## src/rtl/spi_xfer_arbiter_pkg.sv

```systemverilog
// Shared constants, FSM encoding and helpers for the SPI transfer arbiter.
// Shifter widths follow spi_defines.v; defaults apply when that file is absent.
`ifndef SPI_MAX_CHAR
`define SPI_MAX_CHAR 128
`endif
`ifndef SPI_CHAR_LEN_BITS
`define SPI_CHAR_LEN_BITS 7
`endif

package spi_xfer_arbiter_pkg;

    localparam int ID_W          = 3;
    localparam int LEN_W         = 5;
    localparam int DATA_W        = 32;
    localparam int MAX_CHAR      = `SPI_MAX_CHAR;
    localparam int CHAR_LEN_BITS = `SPI_CHAR_LEN_BITS;

    typedef enum logic [2:0] {
        ST_IDLE  = 3'd0,
        ST_LOAD  = 3'd1,
        ST_START = 3'd2,
        ST_BUSY  = 3'd3,
        ST_RESP  = 3'd4
    } state_e;

    // A requester length of 0 encodes a full 32-bit character.
    function automatic logic [CHAR_LEN_BITS-1:0] char_len(input logic [LEN_W-1:0] len);
        logic [CHAR_LEN_BITS-1:0] r;
        if (len == '0) r = CHAR_LEN_BITS'(DATA_W);
        else           r = CHAR_LEN_BITS'(len);
        return r;
    endfunction

endpackage

```

## src/rtl/spi_xfer_arbiter_pick.sv

```systemverilog
// Grant picker: first pending request found when scanning upward from ptr_i.
// Fixed priority is ptr_i tied to 0; round-robin (SPI_XARB_RR_EN) drives a pointer.
module spi_arb_pick
    import spi_xfer_arbiter_pkg::*;
#(
    parameter int NREQ = 4
) (
    input  logic [NREQ-1:0] req_i,
    input  logic [ID_W-1:0] ptr_i,
    output logic [NREQ-1:0] gnt_o,
    output logic [ID_W-1:0] idx_o,
    output logic            any_o
);

    localparam int IDX_W = (NREQ > 1) ? $clog2(NREQ) : 1;

    always_comb begin
        logic             found;
        logic [IDX_W-1:0] slot;
        gnt_o = '0;
        idx_o = '0;
        found = 1'b0;
        slot  = '0;
        for (int k = 0; k < NREQ; k++) begin
            slot = IDX_W'((int'(ptr_i) + k) % NREQ);
            if (!found && req_i[slot]) begin
                found       = 1'b1;
                gnt_o[slot] = 1'b1;
                idx_o       = ID_W'(slot);
            end
        end
    end

    assign any_o = |req_i;

endmodule

```

## src/rtl/spi_xfer_arbiter.sv

```systemverilog
// Shares one SPI shift engine among NREQ requesters and returns tagged rx words.
// Define SPI_XARB_RR_EN for round-robin arbitration; otherwise lowest index wins.
//
// state    | meaning
// ---------+-----------------------------------------------------------
// ST_IDLE  | waiting for a request; grant strobe and capture of winner
// ST_LOAD  | one-cycle parallel load of tx word into the shifter
// ST_START | sh_go held until the shifter reports transfer in progress
// ST_BUSY  | shifting; on sh_tip low capture rx word
// ST_RESP  | rsp_valid held until the consumer accepts
module spi_xfer_arbiter
    import spi_xfer_arbiter_pkg::*;
#(
    parameter int NREQ  = 4,
    parameter int SS_NB = 8
) (
    input  logic                     wb_clk,
    input  logic                     wb_reset,
    input  logic [NREQ-1:0]          req_valid,
    output logic [NREQ-1:0]          req_ready,
    input  logic [NREQ*DATA_W-1:0]   req_data,
    input  logic [NREQ*LEN_W-1:0]    req_len,
    input  logic [NREQ*SS_NB-1:0]    req_ss,
    output logic                     rsp_valid,
    input  logic                     rsp_ready,
    output logic [ID_W-1:0]          rsp_id,
    output logic [DATA_W-1:0]        rsp_data,
    output logic [MAX_CHAR-1:0]      sh_p_in,
    output logic [3:0]               sh_latch,
    output logic [3:0]               sh_byte_sel,
    output logic [CHAR_LEN_BITS-1:0] sh_len,
    output logic                     sh_go,
    input  logic                     sh_tip,
    input  logic [MAX_CHAR-1:0]      sh_p_out,
    output logic [SS_NB-1:0]         ss_pad_o
);

    state_e              state_q, state_d;
    logic [DATA_W-1:0]   data_q, data_d;
    logic [LEN_W-1:0]    len_q, len_d;
    logic [SS_NB-1:0]    ss_q, ss_d;
    logic [ID_W-1:0]     id_q, id_d;
    logic [DATA_W-1:0]   rsp_data_q, rsp_data_d;

    logic [NREQ-1:0]     pick_gnt;
    logic [ID_W-1:0]     pick_idx;
    logic [ID_W-1:0]     pick_ptr;
    logic                pick_any;
    logic                unused_p_out_hi;

    // Only the low word of the shifter is meaningful to requesters.
    assign unused_p_out_hi = ^sh_p_out[MAX_CHAR-1:DATA_W];

    spi_arb_pick #(
        .NREQ (NREQ)
    ) u_pick (
        .req_i (req_valid),
        .ptr_i (pick_ptr),
        .gnt_o (pick_gnt),
        .idx_o (pick_idx),
        .any_o (pick_any)
    );

`ifdef SPI_XARB_RR_EN
    localparam logic [ID_W-1:0] LAST_IDX = ID_W'(NREQ - 1);
    logic [ID_W-1:0] ptr_q, ptr_d;

    always_comb begin
        ptr_d = ptr_q;
        if (state_q == ST_IDLE && pick_any) begin
            ptr_d = (pick_idx == LAST_IDX) ? '0 : pick_idx + 1'b1;
        end
    end

    always_ff @(posedge wb_clk or posedge wb_reset) begin
        if (wb_reset) ptr_q <= '0;
        else          ptr_q <= ptr_d;
    end

    assign pick_ptr = ptr_q;
`else
    assign pick_ptr = '0;
`endif

    always_comb begin
        state_d     = state_q;
        data_d      = data_q;
        len_d       = len_q;
        ss_d        = ss_q;
        id_d        = id_q;
        rsp_data_d  = rsp_data_q;
        req_ready   = '0;
        rsp_valid   = 1'b0;
        sh_latch    = '0;
        sh_byte_sel = '0;
        sh_go       = 1'b0;
        sh_len      = '0;
        sh_p_in     = '0;
        ss_pad_o    = '1;
        case (state_q)
            ST_IDLE: begin
                if (pick_any) begin
                    req_ready = pick_gnt;
                    data_d    = req_data[DATA_W*pick_idx +: DATA_W];
                    len_d     = req_len[LEN_W*pick_idx +: LEN_W];
                    ss_d      = req_ss[SS_NB*pick_idx +: SS_NB];
                    id_d      = pick_idx;
                    state_d   = ST_LOAD;
                end
            end
            ST_LOAD: begin
                sh_latch              = 4'b0001;
                sh_byte_sel           = 4'hF;
                sh_p_in[DATA_W-1:0]   = data_q;
                sh_len                = char_len(len_q);
                ss_pad_o              = ~ss_q;
                state_d               = ST_START;
            end
            ST_START: begin
                sh_go    = 1'b1;
                sh_len   = char_len(len_q);
                ss_pad_o = ~ss_q;
                if (sh_tip) state_d = ST_BUSY;
            end
            ST_BUSY: begin
                sh_len   = char_len(len_q);
                ss_pad_o = ~ss_q;
                if (!sh_tip) begin
                    rsp_data_d = sh_p_out[DATA_W-1:0];
                    state_d    = ST_RESP;
                end
            end
            ST_RESP: begin
                rsp_valid = 1'b1;
                if (rsp_ready) state_d = ST_IDLE;
            end
            default: state_d = ST_IDLE;
        endcase
    end

    always_ff @(posedge wb_clk or posedge wb_reset) begin
        if (wb_reset) begin
            state_q    <= ST_IDLE;
            data_q     <= '0;
            len_q      <= '0;
            ss_q       <= '0;
            id_q       <= '0;
            rsp_data_q <= '0;
        end else begin
            state_q    <= state_d;
            data_q     <= data_d;
            len_q      <= len_d;
            ss_q       <= ss_d;
            id_q       <= id_d;
            rsp_data_q <= rsp_data_d;
        end
    end

    assign rsp_id   = id_q;
    assign rsp_data = rsp_data_q;

endmodule

```

## config.mk

```make
export PLATFORM = sky130hd
export DESIGN_NAME = spi_xfer_arbiter
export DESIGN_NICKNAME = d
export VERILOG_FILES = /design/src/rtl/spi_xfer_arbiter_pkg.sv /design/src/rtl/spi_xfer_arbiter_pick.sv /design/src/rtl/spi_xfer_arbiter.sv
export SDC_FILE = /design/constraint.sdc
export NUM_CORES = 1
export LEC_CHECK = 0
export ABC_AREA = 1
export BUFFER_PORTS_ARGS = -buffer_cell sky130_fd_sc_hd__buf_2
export CORE_AREA = 4 4 198 200
export CTS_BUF_LIST = sky130_fd_sc_hd__clkbuf_4 sky130_fd_sc_hd__clkbuf_8 sky130_fd_sc_hd__clkbuf_16
export DETAILED_ROUTE_END_ITERATION = 6
export DIE_AREA = 0 0 202 204
export PLACE_DENSITY_LB_ADDON = 0.15
export SYNTH_ARGS = -nofsm -noshare
export SYNTH_HDL_FRONTEND = slang
export SYNTH_HIERARCHICAL = 1
export SYNTH_SLANG_ARGS = --single-unit
```

## constraint.sdc

```tcl
create_clock -name wb_clk -period 3.8 [get_ports wb_clk]
set_input_delay 0.38 -clock wb_clk [delete_from_list [all_inputs] [get_ports wb_clk]]
set_output_delay 0.38 -clock wb_clk [all_outputs]
set_load 0.02 [all_outputs]
```

* After elaboration in Yosys (flattened, before gate mapping)
Cells that the tools add are included.
** Word-level totals
- Output and inout bits :: 192
- Bits in registers :: 83
- Logic and storage cells :: 58
** Operators by class
- Muxes and demuxes :: 25
- Multipliers :: 1
- Reductions and logical operators :: 13
- Bitwise operators :: 2
- Eq/ne operators :: 8
- Shifts and indexed selects :: 3
** Operator list (count)
- $shiftx 128x9->32 :: 1
- $mux 32 :: 1
- $shiftx 32x7->8 :: 1
- $shiftx 20x7->5 :: 1
- $mux 4 :: 4
- $mux 3 :: 5
- $pmux 3 s5 :: 1
- $mux 6 :: 2
- $mux 1 :: 8
- $mux 8 :: 1
- $ne 2x2->1 const B :: 4
- $not 8->8 :: 1
- $eq 3x2->1 const B :: 2
- $mul 3x3->6 const A :: 1
- $mux 2 :: 3
- $logic_not 5->1 :: 1
- $reduce_and 2->1 :: 2
- $reduce_and 4->1 :: 1
- $reduce_or 4->1 :: 1
- $eq 3x1->1 const B :: 1
- $eq 3x3->1 const B :: 1
- $logic_and 1x1->1 :: 3
- $logic_not 1->1 :: 3
- $logic_not 3->1 :: 1
- 2 further kinds :: 2

* Longest topological paths before layout
Gate-level depths: netlist (run 1).
- Depth after elaboration :: 12
- Mapped depth :: 17
- Depth with buffers taken out :: 14

* By module
Netlist (run 1), hierarchy kept.
** Modules (own cells, without submodules)
- spi_xfer_arbiter :: area each 5657.9 µm², cells an instance 832, sequential area each 2077.0 µm², instances 1
- spi_arb_pick :: area each 545.5 µm², cells an instance 85, sequential area each 0.0 µm², instances 1

* Least setup slack after synthesis (run 1)
No wires, ideal clock.
- Kind :: in2reg
- From :: input req_valid[0]
- To :: register data_q[10]
- Setup slack :: 2.050 ns
- Stages :: 12
- Data required time :: 3.674 ns
- Data arrival time :: 1.624 ns
- Path buffers :: 2
- Setup time :: 0.126 ns
- Cells stage by stage :: nand2_4 nand2_4 nand2_8 nand2_8 nor2_8 nand3_1 nand3_1 buf_2 clkbuf_1 nand3_1 nand3_1 o21ai_0
** Between the ends
- Cells in the longest elaborated chain, start to end :: 11
- Elaborated cells on any way between the ends :: 15
** RTL lines
- start, declared :: RTL line spi_xfer_arbiter.sv:19 : input logic [NREQ-1:0] req_valid,
- $mux 1 (*) :: RTL line spi_xfer_arbiter_pick.sv:26 : if (!found && req_i[slot]) begin
- $logic_not 1->1 :: RTL line spi_xfer_arbiter_pick.sv:26
- $logic_and 1x1->1 :: RTL line spi_xfer_arbiter_pick.sv:26
- $mux 1 (*) :: RTL line spi_xfer_arbiter_pick.sv:26
- $logic_not 1->1 :: RTL line spi_xfer_arbiter_pick.sv:26
- $logic_and 1x1->1 :: RTL line spi_xfer_arbiter_pick.sv:26
- $mux 1 :: RTL line spi_xfer_arbiter_pick.sv:26
- $logic_not 1->1 :: RTL line spi_xfer_arbiter_pick.sv:26
- $logic_and 1x1->1 :: RTL line spi_xfer_arbiter_pick.sv:26
- $mux 2 (*) :: RTL line spi_xfer_arbiter_pick.sv:26
- net pick_idx[1] :: RTL line spi_xfer_arbiter.sv:46 : logic [ID_W-1:0] pick_idx;
- $shiftx 128x9->32 (*) :: RTL line spi_xfer_arbiter.sv:104 : data_d = req_data[DATA_W*pick_idx +: DATA_W];
- end signal, assigned :: RTL line spi_xfer_arbiter.sv:151 : data_q <= data_d;
- end, declared :: RTL line spi_xfer_arbiter.sv:39 : logic [DATA_W-1:0] data_q, data_d;
The timed path passes the listed nets; every way through them passes the cells marked *.
A chain may end at the register's enable or synchronous reset.

* Worst setup path in the final report (run 1)
- From :: register state_q[1]
- To :: output sh_p_in[20]
** Between the ends
- Cells in the longest elaborated chain, start to end :: 2
** RTL lines
- start, declared :: RTL line spi_xfer_arbiter.sv:38 : state_e state_q, state_d;
- start signal, assigned :: RTL line spi_xfer_arbiter.sv:150 : state_q <= state_d;
- $eq 3x1->1 :: RTL line spi_xfer_arbiter.sv:100 : case (state_q)
- $mux 32 :: RTL line spi_xfer_arbiter.sv:100
- end, declared :: RTL line spi_xfer_arbiter.sv:28 : output logic [MAX_CHAR-1:0] sh_p_in,
No other way between the ends.

==> results of run 1 <==
report_power, final:
part           switching [mW]  total, mW  internal [mW]
logic                    1.80       2.51          0.709
registers               0.151       1.39           1.24
clock network           0.441      0.976          0.535
worst paths after layout:
| kind | start | slack (ns) | cells past startpoint | to |
|---|---|---|---|---|
| setup / recovery | state_q[1] | 1.0 | 4 | sh_p_in[20] |
| hold / removal | wb_reset | 0.21 | 2 | rsp_data[29] |
| setup reg to reg | state_q[1] | 1.71 | 5 | data_q[6] |
| hold reg to reg | ss_q[1] | 0.48 | 2 | ss_q[1] |
| max in group asynchronous | wb_reset | 2.85 | 3 | data_q[7] |
| min in group wb_clk | sh_p_out[12] | 0.27 | 3 | rsp_data[12] |
final cells by class:
type / count / area share
multi-input combinational: 698 / 0.385
sequential: 83 / 0.254
clock buffer: 10 / 0.0292
antenna: 3 / 0.000918
tap: 511 / 0.0782
timing repair buffer: 318 / 0.198
clock inverter: 6 / 0.00872
inverter: 93 / 0.0458
per-layer routing:
layer | track usage | share of wire | vias to the layer above
met4 | 0.0200 | 0.0079 | 6
met3 | 0.0409 | 0.088 | 17
met2 | 0.195 | 0.45 | 278
met1 | 0.153 | 0.45 | 2836
met5 | 0 | 0.0012 | -
li1 | - | - | 3248
layout by cell type, fill, tap and decap left out, types with 2 or more instances in the layout:
cell type and instances:
sky130_fd_sc_hd__nand3_2 3, sky130_fd_sc_hd__conb_1 111, sky130_fd_sc_hd__a21oi_1 6, sky130_fd_sc_hd__inv_1 85, sky130_fd_sc_hd__buf_2 311, sky130_fd_sc_hd__diode_2 3
sky130_fd_sc_hd__clkbuf_16 9, sky130_fd_sc_hd__buf_4 6, sky130_fd_sc_hd__inv_2 4, sky130_fd_sc_hd__o21ai_1 18, sky130_fd_sc_hd__o21ai_0 56, sky130_fd_sc_hd__a21boi_0 4
sky130_fd_sc_hd__inv_6 2, sky130_fd_sc_hd__dfrtp_1 83, sky130_fd_sc_hd__nor2_8 2, sky130_fd_sc_hd__clkinvlp_4 2, sky130_fd_sc_hd__nand2_8 2, sky130_fd_sc_hd__nor2_1 48
sky130_fd_sc_hd__nand4_1 4, sky130_fd_sc_hd__nand3_4 2, sky130_fd_sc_hd__nand2_1 268, sky130_fd_sc_hd__nand2_2 4, sky130_fd_sc_hd__ha_1 5, sky130_fd_sc_hd__nand2_4 2
sky130_fd_sc_hd__nor2_4 2, sky130_fd_sc_hd__nand3_1 158
cells by family (layout without fill, tap and decap cells):
group,count (synthesis),in the layout,share of synthesized area
fa+ha+maj,5,5,0.0101
simple gates,498,498,0.358
flops,83,83,0.335
other cells,2,114,0.00121
buf+inv,245,427,0.227
compound gates,84,84,0.0694
per-stage QoR:
stage               hold slack (ns)  total power, mW  utilization  cell area, um2
floorplan                     0.449             3.17            -            6610
global placement              0.464             3.97        0.210            7860
detailed placement            0.467             3.97        0.210            7860
CTS                           0.246             5.00        0.218            8170
global route                  0.273             5.31        0.218            8170
finish                        0.214             4.88        0.219            8180
registers in the layout, indices dropped and copies added (netlist names):
name / count
data_q: 32
len_q: 5
rsp_data: 32
rsp_id: 3
ss_q: 8
state_q: 3
worst max-delay path: stages (launching register included):
cell and delay [ns]:
sky130_fd_sc_hd__dfrtp_1 0.47, sky130_fd_sc_hd__inv_1 0.15, sky130_fd_sc_hd__nand3_2 0.75, sky130_fd_sc_hd__nor2_1 0.42, sky130_fd_sc_hd__buf_2 0.24
==> summary.txt, run 1 <==
Global route
  • Grt total ovfl: 0
  • Number of global-route vias before repair: 6552
  • Maximum number of pins on one net before global-route repair: 91
  • Total GRT Usage: 0.118
  • Wire length of the first global-routing pass: 38.1 mm
  • Antenna violations before repair: 7

Cells and area
  • Number of standard cells in the final layout excluding fillers: 1722
  • Proportion of layout cells with a drive suffix above 1: 0.298
  • Area Growth Syn to Fin: 31.8%
  • Filler cell count: 4346
  • Area of combinational cells with multiple inputs: 0.00315 mm2
  • Area taken by flip-flops and latches: 0.00208 mm2
  • Total Nets Final: 1524

Synth
  • Most common cell in the netlist: sky130_fd_sc_hd__nand2_1
  • Post-Syn Area: 0.00620 mm2
  • Proportion of register bits with asynchronous set or reset after synthesis: 1.00
  • Area share of the largest cell type after synthesis: 0.335
  • Per-instance average area after synthesis: 6.76 um2
  • Cell variety after synth: 31
  • Yosys top cell by area: sky130_fd_sc_hd__dfrtp_1
  • Main area contributors after synthesis: sky130_fd_sc_hd__dfrtp_1, sky130_fd_sc_hd__nand2_1, sky130_fd_sc_hd__nand3_1
  • Most used DFF post-synth: sky130_fd_sc_hd__dfrtp_1
  • Register area share after synthesis: 0.335
  • Synthesis-stage register bit count: 83
  • Number of cells produced by synthesis: 917
  • Post-synth EDFFs: 0
  • Number of warnings reported in the yosys synthesis log: 6
  • Most used standard cells in the synthesized netlist: sky130_fd_sc_hd__nand2_1, sky130_fd_sc_hd__nand3_1, sky130_fd_sc_hd__buf_4

Routing
  • Number of nets still failing antenna checks after routing: 0
  • DRC violation count after routing: 0
  • DRC marker count from the first detailed-route iteration: 270
  • Total routed wirelength: 25.3 mm
  • Drt first pass iters: 4
  • Routed via count divided by cell count: 3.71
  • Detail-routed net length per standard cell: 14.7 um
  • Total via count in the routed design: 6385

STA
  • Final min period: 2.80 ns
  • Final TNS setup: 0 ns
  • Final count of hold timing violations: 0
  • Final count of pins violating max slew: 0
  • Period utilization: 0.737
  • Count of endpoints failing setup in the final report: 0
  • Post-Route Skew: 0.00645 ns
  • Max Clk Rate: 0.357 GHz
  • RSZ-0062 raised after global routing: false
  • Transition time at the pin with the least slew margin: 1.07 ns
  • Worst-case headroom to the max-slew limit: 0.289
  • Minimum setup slack in the final design: 1.00 ns

Setup path
  • Category of the worst setup path capture point: primary output
  • Worst Setup Start Kind: flop
  • Kind of critical path: flop to primary output
  • Biggest fanout along the worst timing path: 34
  • CP required: 3.42 ns
  • Worst EP arrival: 2.42 ns

Die
  • Die Outline Area: 0.0412 mm2
  • Starting utilization of the core area: 0.166
  • Core Region: 0.0374 mm2
  • Site Rows: 71
  • Horizontal extent of the die: 202 um
  • Die Ht: 204 um
  • Total I/O pin count: 508

Placed design
  • Port-buffer cells: 311
  • Post-placement cell count: 1703
  • Routability congestion estimate: 0.744
  • Dpl hpwl: 18.7 mm
  • Pre-CTS worst setup slack: 1.03 ns

Run status
  • Outcome: completed

Clock network
  • Cts hold-fix bufs: 0
  • Number of buffers created by CTS: 9
  • Setup fix buffers added after clock tree synthesis: 0
  • TritonCTS clock tree: done
  • Clk buf depth: 2
  • Clock net sink count: 83
  • CTS Root Buffer Type: sky130_fd_sc_hd__clkbuf_16
  • Number of levels in the clock H-tree: 3
  • Resize count post-CTS: 0
  • Clock slew at reported path FFs: 0.07 ns
  • Later-pin clock latency in the skew report: 0.35 ns

Power
  • Leakage component of the power: 4.56 nW
  • Pwr per Cell Area: 597 mW/mm2
  • Highest ir drop seen on vdd: 0.276 mV

Min path
  • Path type of the worst min-delay path: input pin to asynchronous set/reset pin

Flow run
  • Count of maximum capacitance violations: 0
Note: power is estimated with default switching activity, not from simulation.
==> run 2: changes to the inputs <==
--- a/config.mk
+++ b/config.mk
@@ -5,7 +5,7 @@
 export SDC_FILE = /design/constraint.sdc
 export NUM_CORES = 1
 export LEC_CHECK = 0
-export ABC_AREA = 1
+export ABC_AREA = 0
 export BUFFER_PORTS_ARGS = -buffer_cell sky130_fd_sc_hd__buf_2
 export CORE_AREA = 4 4 198 200
 export CTS_BUF_LIST = sky130_fd_sc_hd__clkbuf_4 sky130_fd_sc_hd__clkbuf_8 sky130_fd_sc_hd__clkbuf_16
==> constraint.sdc (replaced) <==
create_clock -name wb_clk -period 2.5 [get_ports wb_clk]
set_input_delay 0.25 -clock wb_clk [delete_from_list [all_inputs] [get_ports wb_clk]]
set_output_delay 0.25 -clock wb_clk [all_outputs]
set_load 0.02 [all_outputs]
==> run 2 against run 1 <==
  * Global-route usage shrank 2.4 points
  * Clock power grew 33%
  * First-iteration DRC count is 46% lower
  * Cell count down 25%
  * Combinational power grew 45%
  * Clock skew increased by 0.0035 ns
  * Critical path depth is 4 higher
  * Sequential share of layout area up 1.0 points
  * Die area unchanged
  * Core utilization fell by 0.86 points
  * Routed wire length down 19%
  * Largest cell class unchanged
==> summary.txt, run 2 <==
Global route
  • Total GRT Usage: 0.0945 (-0.0237)
  • Grt total ovfl: 0 (unchanged)
  • Antenna violations before repair: 2 (-5)
  • Wire length of the first global-routing pass: 29.6 mm (-22%)
  • Number of global-route vias before repair: 4796 (-27%)
  • Maximum number of pins on one net before global-route repair: 46 (-49%)

Routing
  • Total met2 wirelength after detailed routing: 9.79 mm (-15%)
  • Routed via count divided by cell count: 3.55 (-4.3%)
  • Total via count in the routed design: 4601 (-28%)
  • Detail-routed net length per standard cell: 15.8 um (+7.6%)
  • Total routed wirelength: 20.5 mm (-19%)
  • Number of nets still failing antenna checks after routing: 0 (unchanged)
  • Wire length on met3: 1.55 mm (-31%)
  • Drt first pass iters: 4 (unchanged)
  • Met1 WL: 8.90 mm (-21%)
  • DRC violation count after routing: 0 (unchanged)
  • Top layer used by detailed routing: met5
  • DRC marker count from the first detailed-route iteration: 145 (-46%)

Setup path
  • Worst Setup Start Kind: input pin
  • Category of the worst setup path capture point: flop
  • Biggest fanout along the worst timing path: 23 (-32%)
  • Worst EP arrival: 2.47 ns (+0.05 ns)
  • Worst r2r src: state_q[2]
  • R2r endpoint: ss_q[2]
  • Worst reg2reg setup slack: 0.42 ns (-1.29 ns)
  • Kind of critical path: input pin to flop
  • Worst-case reg-to-reg path depth: 3 (-2)
  • CP required: 2.74 ns (-0.68 ns)

STA
  • Transition time at the pin with the least slew margin: 0.774 ns (-0.292 ns)
  • Post-Route Skew: 0.0100 ns (+0.00354 ns)
  • Final min period: 2.23 ns
  • Count of endpoints failing setup in the final report: 0 (unchanged)
  • Final count of pins violating max slew: 0 (unchanged)
  • Period utilization: 0.892
  • Worst-case headroom to the max-slew limit: 0.484 (+0.195)
  • Final count of hold timing violations: 0 (unchanged)
  • Max Clk Rate: 0.449 GHz
  • RSZ-0062 raised after global routing: false

Die
  • Core Region: 0.0374 mm2 (unchanged)
  • Total I/O pin count: 508 (unchanged)
  • Die Outline Area: 0.0412 mm2 (unchanged)
  • Die Ht: 204 um (unchanged)
  • Starting utilization of the core area: 0.152 (-0.0143)
  • Site Rows: 71 (unchanged)
  • Horizontal extent of the die: 202 um (unchanged)

Clock network
  • Setup fix buffers added after clock tree synthesis: 0 (unchanged)
  • Clk buf depth: 2 (unchanged)
  • Later-pin clock latency in the skew report: 0.35 ns (about the same)
  • TritonCTS clock tree: done
  • Number of levels in the clock H-tree: 3 (unchanged)
  • Number of buffers created by CTS: 9 (unchanged)
  • CTS Root Buffer Type: sky130_fd_sc_hd__clkbuf_16
  • Clock slew at reported path FFs: 0.07 ns (about the same)
  • Clock net sink count: 83 (unchanged)

Cells and area
  • Final Instance Area: 0.00785 mm2 (-3.9%)
  • Filler cell count: 4172 (-4.0%)
  • Proportion of layout cells with a drive suffix above 1: 0.563 (+0.265)
  • Most frequent cells in the layout: sky130_fd_sc_hd__buf_2, sky130_fd_sc_hd__conb_1, sky130_fd_sc_hd__dfrtp_1
  • Leading cell type in the layout, fill and taps excluded: sky130_fd_sc_hd__buf_2
  • Area Growth Syn to Fin: 38.5%
  • Area taken by flip-flops and latches: 0.00208 mm2 (unchanged)
  • Total Nets Final: 1101 (-28%)
  • Area of combinational cells with multiple inputs: 0.00303 mm2 (-3.7%)
  • Number of diodes: 0 (-3)

Min path
  • Hold Path Depth: 2
  • Path type of the worst min-delay path: input pin to flop
  • Worst hold path endpoint: rsp_data[0]
  • Startpoint of the most critical hold path: sh_p_out[0]

Synth
  • Area share of the largest cell type after synthesis: 0.366 (+0.0315)
  • Register area share after synthesis: 0.366 (+0.0315)
  • Number of warnings reported in the yosys synthesis log: 6 (unchanged)
  • Cell variety after synth: 35 (+13%)
  • Post-Syn Area: 0.00567 mm2 (-8.6%)
  • Main area contributors after synthesis: sky130_fd_sc_hd__dfrtp_1, sky130_fd_sc_hd__mux4_2, sky130_fd_sc_hd__buf_4
  • Number of cells produced by synthesis: 462 (-50%)
  • Most used DFF post-synth: sky130_fd_sc_hd__dfrtp_1
  • Most common cell in the netlist: sky130_fd_sc_hd__buf_4
  • Most used standard cells in the synthesized netlist: sky130_fd_sc_hd__buf_4, sky130_fd_sc_hd__dfrtp_1, sky130_fd_sc_hd__mux4_2
  • Proportion of register bits with asynchronous set or reset after synthesis: 1.00 (unchanged)
  • Synthesis-stage register bit count: 83 (unchanged)
  • Post-synth EDFFs: 0 (unchanged)
  • Yosys top cell by area: sky130_fd_sc_hd__dfrtp_1
  • Per-instance average area after synthesis: 12.3 um2 (+81%)

Power
  • Leakage component of the power: 3.88 nW (-15%)
  • Pwr per Cell Area: 908 mW/mm2 (+52%)
  • Highest ir drop seen on vdd: 0.254 mV (-8.0%)
  • Post-layout total power: 7.13 mW (+46%)

Placed design
  • Placed cell areas: 0.00756 mm2 (-3.7%)
  • Routability congestion estimate: 0.695 (-6.7%)
  • Dpl hpwl: 16.3 mm (-12%)
  • Port-buffer cells: 311 (unchanged)

Run status
  • Outcome: completed

Flow run
  • Count of maximum capacitance violations: 0 (unchanged)
-- run 2: worst max-delay path by stage --
stage                       from      endpoint  slack, ns
floorplan           req_valid[0]     data_q[0]       0.06
global placement    req_valid[2]     data_q[2]      -0.16
detailed placement  req_valid[2]     data_q[2]      -0.13
CTS                   state_q[1]     sh_len[3]       0.08
global route          state_q[2]  req_ready[0]       0.14
finish              req_valid[2]     data_q[2]       0.27
-- run 2: critical path: stages --
cell and delay [ns]:
sky130_fd_sc_hd__buf_2 0.11, sky130_fd_sc_hd__mux4_2 0.46, sky130_fd_sc_hd__nor2b_1 0.17, sky130_fd_sc_hd__nor2_1 0.08, sky130_fd_sc_hd__o31ai_4 0.28, sky130_fd_sc_hd__buf_12 0.27, sky130_fd_sc_hd__mux4_2 0.59, sky130_fd_sc_hd__a22o_1 0.22
-- run 2: final cells by class --
cell class	count	share of cell area
multi-input combinational	343	0.386
sequential	83	0.264
inverter	9	0.00462
timing repair buffer	334	0.228
clock buffer	9	0.0287
tap	511	0.0814
clock inverter	7	0.00653
-- run 2: cells by family after synthesis --
family	synth area share
fa+ha+maj	0.0110
simple gates	0.0803
compound gates	0.0973
mux	0.267
buf+inv	0.177
flops	0.366
other cells	0.00132
-- run 2: report_power, final --
group          internal [mW]  leakage, nW  switching (mW)
Sequential              1.91         1.04           0.288
Clock                  0.680        0.132           0.619
Combinational           1.54         2.71            2.09
-- run 2: routing by layer --
layer	vias to the layer above	global-route usage
met5	-	0
met4	2	0.0242
met3	12	0.0281
met2	221	0.154
met1	2251	0.123
li1	2115	-
-- run 2: metrics by stage --
step / setup slack (ns) / hold slack, ns / TNS, ns / std cells / util
6_report: 0.271 / 0.128 / 0 / 1296 / 0.210
5_1_grt: 0.136 / 0.108 / 0 / 1296 / 0.210
4_1_cts: 0.0808 / 0.0962 / 0 / 1296 / 0.210
3_5_place_dp: -0.126 / 0.338 / -2.47 / 1279 / 0.202
3_3_place_gp: -0.164 / 0.338 / -3.85 / 1279 / 0.202
2_1_floorplan: 0.0563 / 0.381 / 0 / 571 / -
-- run 2: timing repair --
action / in CTS / in global routing
hold buffers: 1 / 0
gates resized for setup: 0 / 1
endpoints found under the hold margin: 30 / 0
setup endpoints to repair: 0 / 5
